$ cat src/rtl/axi_pkg.sv
// Shared AXI write-path definitions.
// Holds the burst/response/FSM enumerations and the default bus widths used by
// both the write initiator and the out-of-order write responder.
package axi_pkg;

  localparam int AXI_ADDR_W = 32;
  localparam int AXI_DATA_W = 32;
  localparam int AXI_ID_W   = 2;
  localparam int AXI_LEN_W  = 8;

  typedef enum logic [1:0] {
    FIXED = 2'd0,
    INCR  = 2'd1,
    WRAP  = 2'd2
  } burst_e;

  typedef enum logic [1:0] {
    OKAY   = 2'd0,
    EXOKAY = 2'd1,
    SLVERR = 2'd2,
    DECERR = 2'd3
  } resp_e;

  typedef enum logic [1:0] {
    IDLE = 2'd0,
    ADDR = 2'd1,
    DATA = 2'd2
  } wr_state_e;

endpackage

$ cat src/rtl/axi_id_tracker.sv
// Per-ID outstanding tracker for the write initiator.
// Ports:
//   set_en/set_id    mark an ID busy (command accepted)
//   clr_en/clr_id    a B response arrived for clr_id
//   hold_en/hold_id  ID whose burst is still being issued; a B for it is
//                    premature and must not free the ID
//   busy             registered busy vector, one bit per ID
//   count            registered popcount of busy
//   clr_unexp        combinational: the current clear is for a non-busy or
//                    still-issuing ID (the clear is then ignored)
module axi_id_tracker
  import axi_pkg::*;
#(
  parameter int ID_W = AXI_ID_W
) (
  input  logic                 clk,
  input  logic                 rst_n,
  input  logic                 set_en,
  input  logic [ID_W-1:0]      set_id,
  input  logic                 clr_en,
  input  logic [ID_W-1:0]      clr_id,
  input  logic                 hold_en,
  input  logic [ID_W-1:0]      hold_id,
  output logic [2**ID_W-1:0]   busy,
  output logic [ID_W:0]        count,
  output logic                 clr_unexp
);

  localparam int N = 2**ID_W;

  logic [N-1:0]  busy_next;
  logic [ID_W:0] count_next;

  always_comb begin
    clr_unexp  = clr_en && (!busy[clr_id] || (hold_en && (hold_id == clr_id)));
    busy_next  = busy;
    if (clr_en && !clr_unexp) busy_next[clr_id] = 1'b0;
    // A set and a valid clear never target the same ID: the command side only
    // accepts IDs that are not busy, and a clear of a non-busy ID is ignored.
    if (set_en) busy_next[set_id] = 1'b1;
    count_next = '0;
    for (int i = 0; i < N; i++) begin
      count_next = count_next + {{ID_W{1'b0}}, busy_next[i]};
    end
  end

  always_ff @(posedge clk or negedge rst_n) begin
    if (!rst_n) begin
      busy  <= '0;
      count <= '0;
    end else begin
      busy  <= busy_next;
      count <= count_next;
    end
  end

endmodule

$ cat src/rtl/axi_wr_initiator.sv
// AXI3-style write initiator: one burst command at a time on AW/W, any number
// of out-of-order B responses (one outstanding burst per ID).
// Ports:
//   cmd_*        local burst command (addr, id, len, size, burst)
//   wr_*         local data beats, passed straight to W during the data phase
//   aw*/w*/b*    AXI write address, data and response channels
//   cpl_*        registered completion (id, resp) for every accepted B
//   outstanding  registered number of busy IDs
//   err_unexp_b  sticky flag: a B arrived for an ID that was not awaiting one
//   fsm_state    current issue-FSM state, for observation
// Handshake rule on every channel: a transfer happens on a rising clk edge
// where valid && ready; a source that raises valid holds it and its payload
// unchanged until that transfer; ready may depend combinationally on valid.
module axi_wr_initiator
  import axi_pkg::*;
#(
  parameter int ADDR_W = AXI_ADDR_W,
  parameter int DATA_W = AXI_DATA_W,
  parameter int ID_W   = AXI_ID_W
) (
  input  logic                clk,
  input  logic                rst_n,
  input  logic                cmd_valid,
  output logic                cmd_ready,
  input  logic [ADDR_W-1:0]   cmd_addr,
  input  logic [ID_W-1:0]     cmd_id,
  input  logic [7:0]          cmd_len,
  input  logic [2:0]          cmd_size,
  input  logic [1:0]          cmd_burst,
  input  logic                wr_valid,
  output logic                wr_ready,
  input  logic [DATA_W-1:0]   wr_data,
  input  logic [DATA_W/8-1:0] wr_strb,
  output logic                awvalid,
  input  logic                awready,
  output logic [ADDR_W-1:0]   awaddr,
  output logic [ID_W-1:0]     awid,
  output logic [7:0]          awlen,
  output logic [2:0]          awsize,
  output logic [1:0]          awburst,
  output logic                wvalid,
  input  logic                wready,
  output logic [DATA_W-1:0]   wdata,
  output logic [DATA_W/8-1:0] wstrb,
  output logic [ID_W-1:0]     wid,
  output logic                wlast,
  input  logic                bvalid,
  output logic                bready,
  input  logic [ID_W-1:0]     bid,
  input  logic [1:0]          bresp,
  output logic                cpl_valid,
  input  logic                cpl_ready,
  output logic [ID_W-1:0]     cpl_id,
  output logic [1:0]          cpl_resp,
  output logic [ID_W:0]       outstanding,
  output logic                err_unexp_b,
  output wr_state_e           fsm_state
);

  wr_state_e           state_q, state_d;
  logic [7:0]          beat_cnt_q;
  logic [2**ID_W-1:0]  busy;
  logic                cmd_hs, aw_hs, w_hs, b_hs, b_unexp;

  assign cmd_hs    = cmd_valid && cmd_ready;
  assign aw_hs     = awvalid && awready;
  assign w_hs      = wvalid && wready;
  assign b_hs      = bvalid && bready;
  assign bready    = !cpl_valid || cpl_ready;
  assign fsm_state = state_q;

  always_comb begin
    state_d   = state_q;
    cmd_ready = 1'b0;
    awvalid   = 1'b0;
    wvalid    = 1'b0;
    wr_ready  = 1'b0;
    wdata     = '0;
    wstrb     = '0;
    wid       = '0;
    wlast     = 1'b0;
    unique case (state_q)
      IDLE: begin
        // Uses the registered busy bit, so a B freeing this ID in the same
        // cycle only lets the command in on the following cycle.
        cmd_ready = rst_n && !busy[cmd_id];
        if (cmd_valid && cmd_ready) state_d = ADDR;
      end
      ADDR: begin
        awvalid = 1'b1;
        if (awready) state_d = DATA;
      end
      DATA: begin
        wvalid   = wr_valid;
        wr_ready = wready;
        wdata    = wr_data;
        wstrb    = wr_strb;
        wid      = awid;
        wlast    = (beat_cnt_q == awlen);
        if (wr_valid && wready && wlast) state_d = IDLE;
      end
      default: state_d = IDLE;
    endcase
  end

  always_ff @(posedge clk or negedge rst_n) begin
    if (!rst_n) begin
      state_q    <= IDLE;
      beat_cnt_q <= '0;
      awaddr     <= '0;
      awid       <= '0;
      awlen      <= '0;
      awsize     <= '0;
      awburst    <= '0;
    end else begin
      state_q <= state_d;
      if (cmd_hs) begin
        awaddr  <= cmd_addr;
        awid    <= cmd_id;
        awlen   <= cmd_len;
        awsize  <= cmd_size;
        awburst <= cmd_burst;
      end
      if (aw_hs) beat_cnt_q <= '0;
      else if (w_hs) beat_cnt_q <= beat_cnt_q + 8'd1;
    end
  end

  // Completion register: bready guarantees it is empty or draining when a new
  // B is captured, so nothing is overwritten.
  always_ff @(posedge clk or negedge rst_n) begin
    if (!rst_n) begin
      cpl_valid   <= 1'b0;
      cpl_id      <= '0;
      cpl_resp    <= '0;
      err_unexp_b <= 1'b0;
    end else begin
      if (b_hs) begin
        cpl_valid <= 1'b1;
        cpl_id    <= bid;
        cpl_resp  <= bresp;
      end else if (cpl_ready) begin
        cpl_valid <= 1'b0;
      end
      if (b_hs && b_unexp) err_unexp_b <= 1'b1;
    end
  end

  // The burst still being issued (ADDR or DATA) is protected: a B for its ID
  // is premature, reported as unexpected, and does not free the ID.
  axi_id_tracker #(.ID_W(ID_W)) u_tracker (
    .clk       (clk),
    .rst_n     (rst_n),
    .set_en    (cmd_hs),
    .set_id    (cmd_id),
    .clr_en    (b_hs),
    .clr_id    (bid),
    .hold_en   (state_q != IDLE),
    .hold_id   (awid),
    .busy      (busy),
    .count     (outstanding),
    .clr_unexp (b_unexp)
  );

endmodule
$ cat config.mk
export PLATFORM = sky130hd
export DESIGN_NAME = axi_wr_initiator
export DESIGN_NICKNAME = d
export VERILOG_FILES = /design/src/rtl/axi_pkg.sv /design/src/rtl/axi_id_tracker.sv /design/src/rtl/axi_wr_initiator.sv
export SDC_FILE = /design/constraint.sdc
export NUM_CORES = 1
export LEC_CHECK = 0
export BUFFER_PORTS_ARGS = -buffer_cell sky130_fd_sc_hd__buf_2
export CAP_MARGIN = 20
export CORE_ASPECT_RATIO = 0.7
export CORE_MARGIN = 3
export CORE_UTILIZATION = 47
export DETAILED_ROUTE_END_ITERATION = 16
export GPL_TIMING_DRIVEN = 0
export PLACE_DENSITY = 0.9
export RECOVER_POWER = 25
export SYNTH_ARGS = -nofsm -noshare
export SYNTH_HDL_FRONTEND = slang
export SYNTH_SLANG_ARGS = --single-unit
export TNS_END_PERCENT = 30
$ cat constraint.sdc
create_clock -name clk -period 4.3 [get_ports clk]
set_clock_uncertainty 0.15 [all_clocks]
set_input_delay 0.43 -clock clk [delete_from_list [all_inputs] [get_ports clk]]
set_output_delay 0.43 -clock clk [all_outputs]
set_load 0.03 [all_outputs]
Word-level counts from Yosys, hierarchy flattened
Cells that the tools add are included.

storage, ports and cells
  bits in registers = 70

operators by class
  $add $sub $neg = 4
  magnitude comparators = 4
  equal/unequal tests = 7
  mux-type cells = 26
  bitwise gates (word level) = 3
  reductions and logical operators = 25

operators by type and width
  cell                   count
  $mux W32               1
  $mux W8                2
  $logic_and A1 B1 Y1    14
  $mux W4                3
  $mux W1                11
  $add A8 B1 Y8 const B  1
  $eq A8 B8 Y1           1
  $mux W2                4
  $add A3 B1 Y3          2
  $lt A2 B3 Y1 const B   2
  $ne A2 B2 Y1 const B   3
  $pmux W2 S3            1
  $reduce_bool A2 Y1     3
  $and A4 B4 Y4          1
  $bmux W1 S2            2
  $demux W1 S2           2
  $ge A2 B1 Y1 const B   2
  $logic_not A1 Y1       4
  $not A4 Y4             1
  $or A4 B4 Y4           1
  $reduce_and A3 Y1      1
  $add A1 B1 Y2          1
  $eq A2 B1 Y1 const B   1
  $eq A2 B2 Y1           1
  3 further kinds        4

Logic depth before layout (Yosys ltp)
  depth after elaboration = 13
  gate-level depth with buffers = 8

By module
A second synthesis with hierarchy kept.

second synthesis, totals
  cell total of the unflattened synthesis = 262
  area total of the unflattened synthesis = 3,375.7 um2

by module, submodules not included
  module            times used  cells an instance  area each (um2)  seq. area each (um2)
  axi_wr_initiator  1           230                3,001.6          1,576.5
  axi_id_tracker    1           32                 374.1            175.2

Worst setup path before layout
Ideal clock, no wire load.

  kind = reg2reg
  start = register cpl_valid
  end = register u_tracker.count[1]
  library setup time = 126 ps
  arrival time = 2,807 ps
  required time = 4,024 ps
  path slack = 1,217 ps
  stages on the path, launching flop included = 8
  period minus slack after synthesis = 3,083 ps
  cell sequence = dfrtp_1 nand2b_1 nand2_1 or4b_2 a32o_1 ha_1 fa_1 ha_1

between the ends
  longest elaborated chain between the ends = 12

RTL lines
  item                               line                     text
  start: declaration                 axi_wr_initiator.sv:51   output logic cpl_valid,
  start signal: assignment           axi_wr_initiator.sv:133  cpl_valid <= 1'b0;
  start signal: assignment           axi_wr_initiator.sv:139  cpl_valid <= 1'b1;
  start signal: assignment           axi_wr_initiator.sv:143  cpl_valid <= 1'b0;
  $logic_not A1 Y1 *                 axi_wr_initiator.sv:69   assign bready = !cpl_valid || cpl_ready;
  $logic_or A1 B1 Y1 *               axi_wr_initiator.sv:69
  named net bready                   axi_wr_initiator.sv:48   output logic bready,
  $logic_and A1 B1 Y1 *              axi_wr_initiator.sv:68   assign b_hs = bvalid && bready;
  $logic_and A1 B1 Y1                axi_id_tracker.sv:35     clr_unexp = clr_en && (!busy[clr_id] || (hold_en && (hold_id == clr_id)));
  $logic_not A1 Y1                   axi_id_tracker.sv:37     if (clr_en && !clr_unexp) busy_next[clr_id] = 1'b0;
  $logic_and A1 B1 Y1 *              axi_id_tracker.sv:37
  $mux W4 *                          axi_id_tracker.sv:37
  $or A4 B4 Y4 (no source line)      n/a
  $mux W4 *                          axi_id_tracker.sv:40     if (set_en) busy_next[set_id] = 1'b1;
  named net u_tracker.busy_next[1]   axi_id_tracker.sv:31     logic [N-1:0] busy_next;
  $add A1 B1 Y2 *                    axi_id_tracker.sv:43     count_next = count_next + {{ID_W{1'b0}}, busy_next[i]};
  $add A3 B1 Y3 * (2 in series)      axi_id_tracker.sv:43
  named net u_tracker.count_next[1]  axi_id_tracker.sv:32     logic [ID_W:0] count_next;
  end signal: assignment             axi_id_tracker.sv:53     count <= count_next;
  end: declaration                   axi_id_tracker.sv:25     output logic [ID_W:0] count,

Mark *: on every way through the listed nets, which the timed path passes. The rest lies on a longest branch.
A chain may end at the register's enable or synchronous reset.

Worst setup path in the final report
  start = register state_q[0], in the netlist fsm_state[0]
  end = register u_tracker.count[1]

between the ends
  longest elaborated chain between the ends = 12
  elaborated cells between the ends (all ways) = 15
  classes of those cells = add/sub (3); mux (3); bitwise (1); reduce/logical (8)

RTL lines
  item                               line                     text
  start: declaration                 axi_wr_initiator.sv:60   wr_state_e state_q, state_d;
  start signal: assignment           axi_wr_initiator.sv:116  state_q <= state_d;
  $reduce_bool A2 Y1                 axi_wr_initiator.sv:158  .hold_en (state_q != IDLE),
  $logic_and A1 B1 Y1                axi_id_tracker.sv:35
  $logic_or A1 B1 Y1                 axi_id_tracker.sv:35
  $logic_and A1 B1 Y1                axi_id_tracker.sv:35
  $logic_not A1 Y1                   axi_id_tracker.sv:37
  $logic_and A1 B1 Y1                axi_id_tracker.sv:37
  $mux W4                            axi_id_tracker.sv:37
  $or A4 B4 Y4 (no source line)      n/a
  $mux W4 *                          axi_id_tracker.sv:40
  named net u_tracker.busy_next[1]   axi_id_tracker.sv:31
  $add A1 B1 Y2 *                    axi_id_tracker.sv:43
  $add A3 B1 Y3 * (2 in series)      axi_id_tracker.sv:43
  named net u_tracker.count_next[1]  axi_id_tracker.sv:32

Marked as above.

==> parameters.txt <==
Parameter                              Value

Outcome
  Status    completed

Die
  Number of core rows    25
  Area of the core    6850 µm²
  Starting density of the core    around half
  Total die area    8255 µm²
  Height of the die    76.92 µm
  Io pins    197
  Die width    between 100 and 150 µm

Setup path
  Kind of end point of the critical path    register
  Reg2Reg Setup Slack    ~1.4 ns
  Buffers and inverters on the worst path    0
  Worst path top cell family by delay    simple AND/OR/NAND/NOR gates
  Sort of element at the start of the critical path    register
  CP Data Arrival Time    2.92 ns
  Highest net fanout along the worst path    8
  WP data required    ~4.4 ns
  Cell type of the slowest stage on the worst timing path    or4b_2
  Worst path max stage delay    ~0.64 ns
  Start-to-end type of the worst setup path    reg -> reg
  Critical Path Most Common Cell    ha_1
  Critical path, cell by cell    nor2_1 -> nor3_1 -> or4b_2 -> a32o_1 -> ha_1 -> fa_1 -> ha_1

Synth
  Largest family of logic cells by synthesized area    multiplexers
  Average cell area after synthesis    approximately 13 µm²
  Simple-gate area share of the yosys netlist    15.30%
  Post-synth EDFFs    0
  Async set or reset register ratio after synthesis    100.0%
  Yosys reg bits    70
  Synthesized Nets    between 300 and 400
  Multiplexer share of the synthesized area    about a fifth
  Synth Flop Type    dfrtp_1
  Compound-gate portion of the synthesized area    3.149%
  Post-synthesis cell count    260
  Share of the synthesized netlist area taken by xor and xnor gates    under 10%
  Number of synthesis warnings    0
  Number of distinct library cells after synthesis    37
  Netlist Area Pre-Place    approximately 3400 µm²
  Sequential share of the synthesized area    51.87%
  Synth Area in Adders    about 1.7%

Routing
  Drt pass-1 iters    4
  Average wire per standard cell    14.65 µm
  Via density    roughly 4.8
  Aggregate routed wire length    roughly 8000 µm
  Number of nets still failing antenna checks after routing    0
  1st-iter DRT viols    109
  Vias    approximately 2700
  Residual DRC count    0

STA
  Hold violation count in the final report    0
  Sum of negative setup slack    0 ns
  Maximum clock frequency    between 0.3 and 0.4 GHz
  Worst slew margin    41.95%
  Least-Margin Pin Slew    slightly below 0.9 ns
  Number of pins with negative max-slew slack in the final report    0
  Clock period minus worst slack    around 2.9 ns
  Hold WS    0.07436 ns
  Unrepaired setup endpoints after global routing    no
  # setup viols final    0
  Post-route fraction of the period consumed by the critical path    66.40%

Hold path
  Worst hold path type    in -> async

Placed design
  Final HPWL from detailed placement    around 6500 µm
  Placer congestion estimate    around 0.85
  Dpl cells    roughly 550
  Total placed instance area    ~4500 µm²
  Count of buffers from port buffering    slightly below 200

Clock network
  Cts repair resizes    0
  Root Buffer    clkbuf_8
  Latest clock arrival within the worst-skew pair    0.33 ns
  CTS tree    yes
  Setup Buffers After CTS    0
  Inserted Clock Buffers    9
  Maximum count of clock buffers along a single path    2
  Total number of clock tree sinks    70
  Clock transition at the registers of the reported paths    ~0.08 ns
  Hold Buf Count CTS    0
  H-tree Lvls    3

Run
  # Max-Cap Violations    0

Layout
  Finished layout cell area    between 4000 and 5000 µm²
  Count of fill cells added during filler insertion    between 500 and 600
  Antenna Cells    0
  Layout overhead on the synthesized area    38.87%
  NumNets Final    roughly 560
  Flip-flop and latch area    roughly 1800 µm²
  Area taken by multi-input logic gates    1529 µm²
  Non-filler instance count after layout    ~560
  Share of post-route cells with drive strength above 1    a little under three fifths
  Post-Route Utilization    68.46%

Global routing
  GRT Util Overall    ~20%
  Pin count of the biggest net entering global routing    73
  First-pass GRT wire length    roughly 13000 µm
  Grt total ovfl    0
  Number of global-route vias before repair    roughly 2700
  Antenna violations before repair    0

Pwr
  Leakage power total    2.572 nW
  Maximum vdd drop    around 0.50 mV
  Power per Cell Area    roughly 750 nW/µm²
[kinds of logic after synthesis]
family	Yosys count
buf+inv	15
simple gates	87
flops	70
fa+ha+maj	4
compound gates	16
xor+xnor	16
mux	52
[path summary, 6_finish.rpt]
kind                              startpoint                 end  depth (start not counted)
worst max-delay path            fsm_state[0]  u_tracker.count[1]                          7
worst min-delay path                   rst_n       beat_cnt_q[4]                          1
worst max register to register  fsm_state[0]  u_tracker.count[1]                          7
worst min register to register     cpl_id[1]           cpl_id[1]                          2
max in group asynchronous              rst_n           awaddr[2]                          1
min in group clk                 cmd_addr[8]           awaddr[8]                          2
[flip-flops by register name, indices dropped and copies added (netlist names), 3 cells and up]
signal           count
awaddr              32
awlen                8
beat_cnt_q           8
u_tracker.busy       4
awsize               3
u_tracker.count      3
[cells in the final DEF (no fill, tap or decap), types with 2 or more instances in the layout]
cell type,Yosys,final
a21oi_1,3,3
mux2_4,30,30
bufinv_16,0,2
and3_1,3,3
nor3_1,3,3
mux2_2,20,20
ha_1,3,3
nand2_1,10,10
nand3_1,3,3
nor2b_1,4,4
o21ai_0,5,5
nor2_1,7,7
buf_2,2,195
xor2_1,13,13
clkinvlp_4,0,2
and2_1,42,42
clkbuf_1,8,8
buf_6,5,5
xnor2_1,3,3
clkbuf_8,0,10
dfrtp_1,70,70
nor4_1,2,2
nand2b_1,3,3
nand4_1,5,5
[through the flow]
stage / setup slack, ns / total power [mW]
after floorplan: 1.217 / 2.435
after detailed placement: 1.162 / 2.976
final: 1.445 / 3.532
after global routing: 1.267 / 3.739
after CTS: 1.441 / 3.567
after global placement: 0.6935 / 2.930
[worst register-to-register path: cells and delay by family, from the launching register on]
| kind | cells | cell delay, ns |
|---|---|---|
| fa+ha+maj | 3 | 0.92 |
| flops | 1 | 0.45 |
| compound gates | 1 | 0.25 |
| simple gates | 3 | 0.99 |
[synthesized netlist by cell type, drive strengths merged (2+ instances only)]
| master | count | share of area, % |
|---|---|---|
| dfrtp | 70 | 52 |
| a21oi | 3 | 0.44 |
| nand2b | 3 | 0.56 |
| and3 | 3 | 0.56 |
| nand4 | 5 | 0.93 |
| nor2b | 4 | 0.74 |
| xnor2 | 3 | 0.78 |
| nand3 | 3 | 0.44 |
| mux2 | 50 | 20 |
| ha | 3 | 1.1 |
| buf | 7 | 2.0 |
| xor2 | 13 | 3.4 |
| nand2 | 10 | 1.1 |
| o21ai | 6 | 1.0 |
| nor4 | 2 | 0.37 |
| nor3 | 3 | 0.44 |
| clkbuf | 8 | 0.89 |
| and2 | 42 | 7.8 |
| nor2 | 7 | 0.78 |
[where the power goes]
group / internal, mW / switching [mW] / total (mW)
Clock: 0.340 / 0.237 / 0.577
Sequential: 0.937 / 0.187 / 1.12
Combinational: 0.705 / 1.13 / 1.83
Total: 1.98 / 1.55 / 3.53
[final cells by class]
cell class,count,share of cell area [%]
clock inverter,5,1.788
sequential,70,37.35
timing repair buffer,194,20.76
multi-input combinational,175,32.60
tap,94,2.508
buffer,15,2.054
clock buffer,10,2.935
[metal layers]
layer  part of all wire [%]  wire length [µm]  up-vias  track usage (%)
li1                       -                 -     1296                -
met5                      0                 0        -                0
met2                     47              3874      112            31.59
met3                    8.9               734        4            8.242
met4                   0.53                44        0            3.576
met1                     44              3594     1266            26.08
Note: power is estimated with default switching activity, not from simulation.
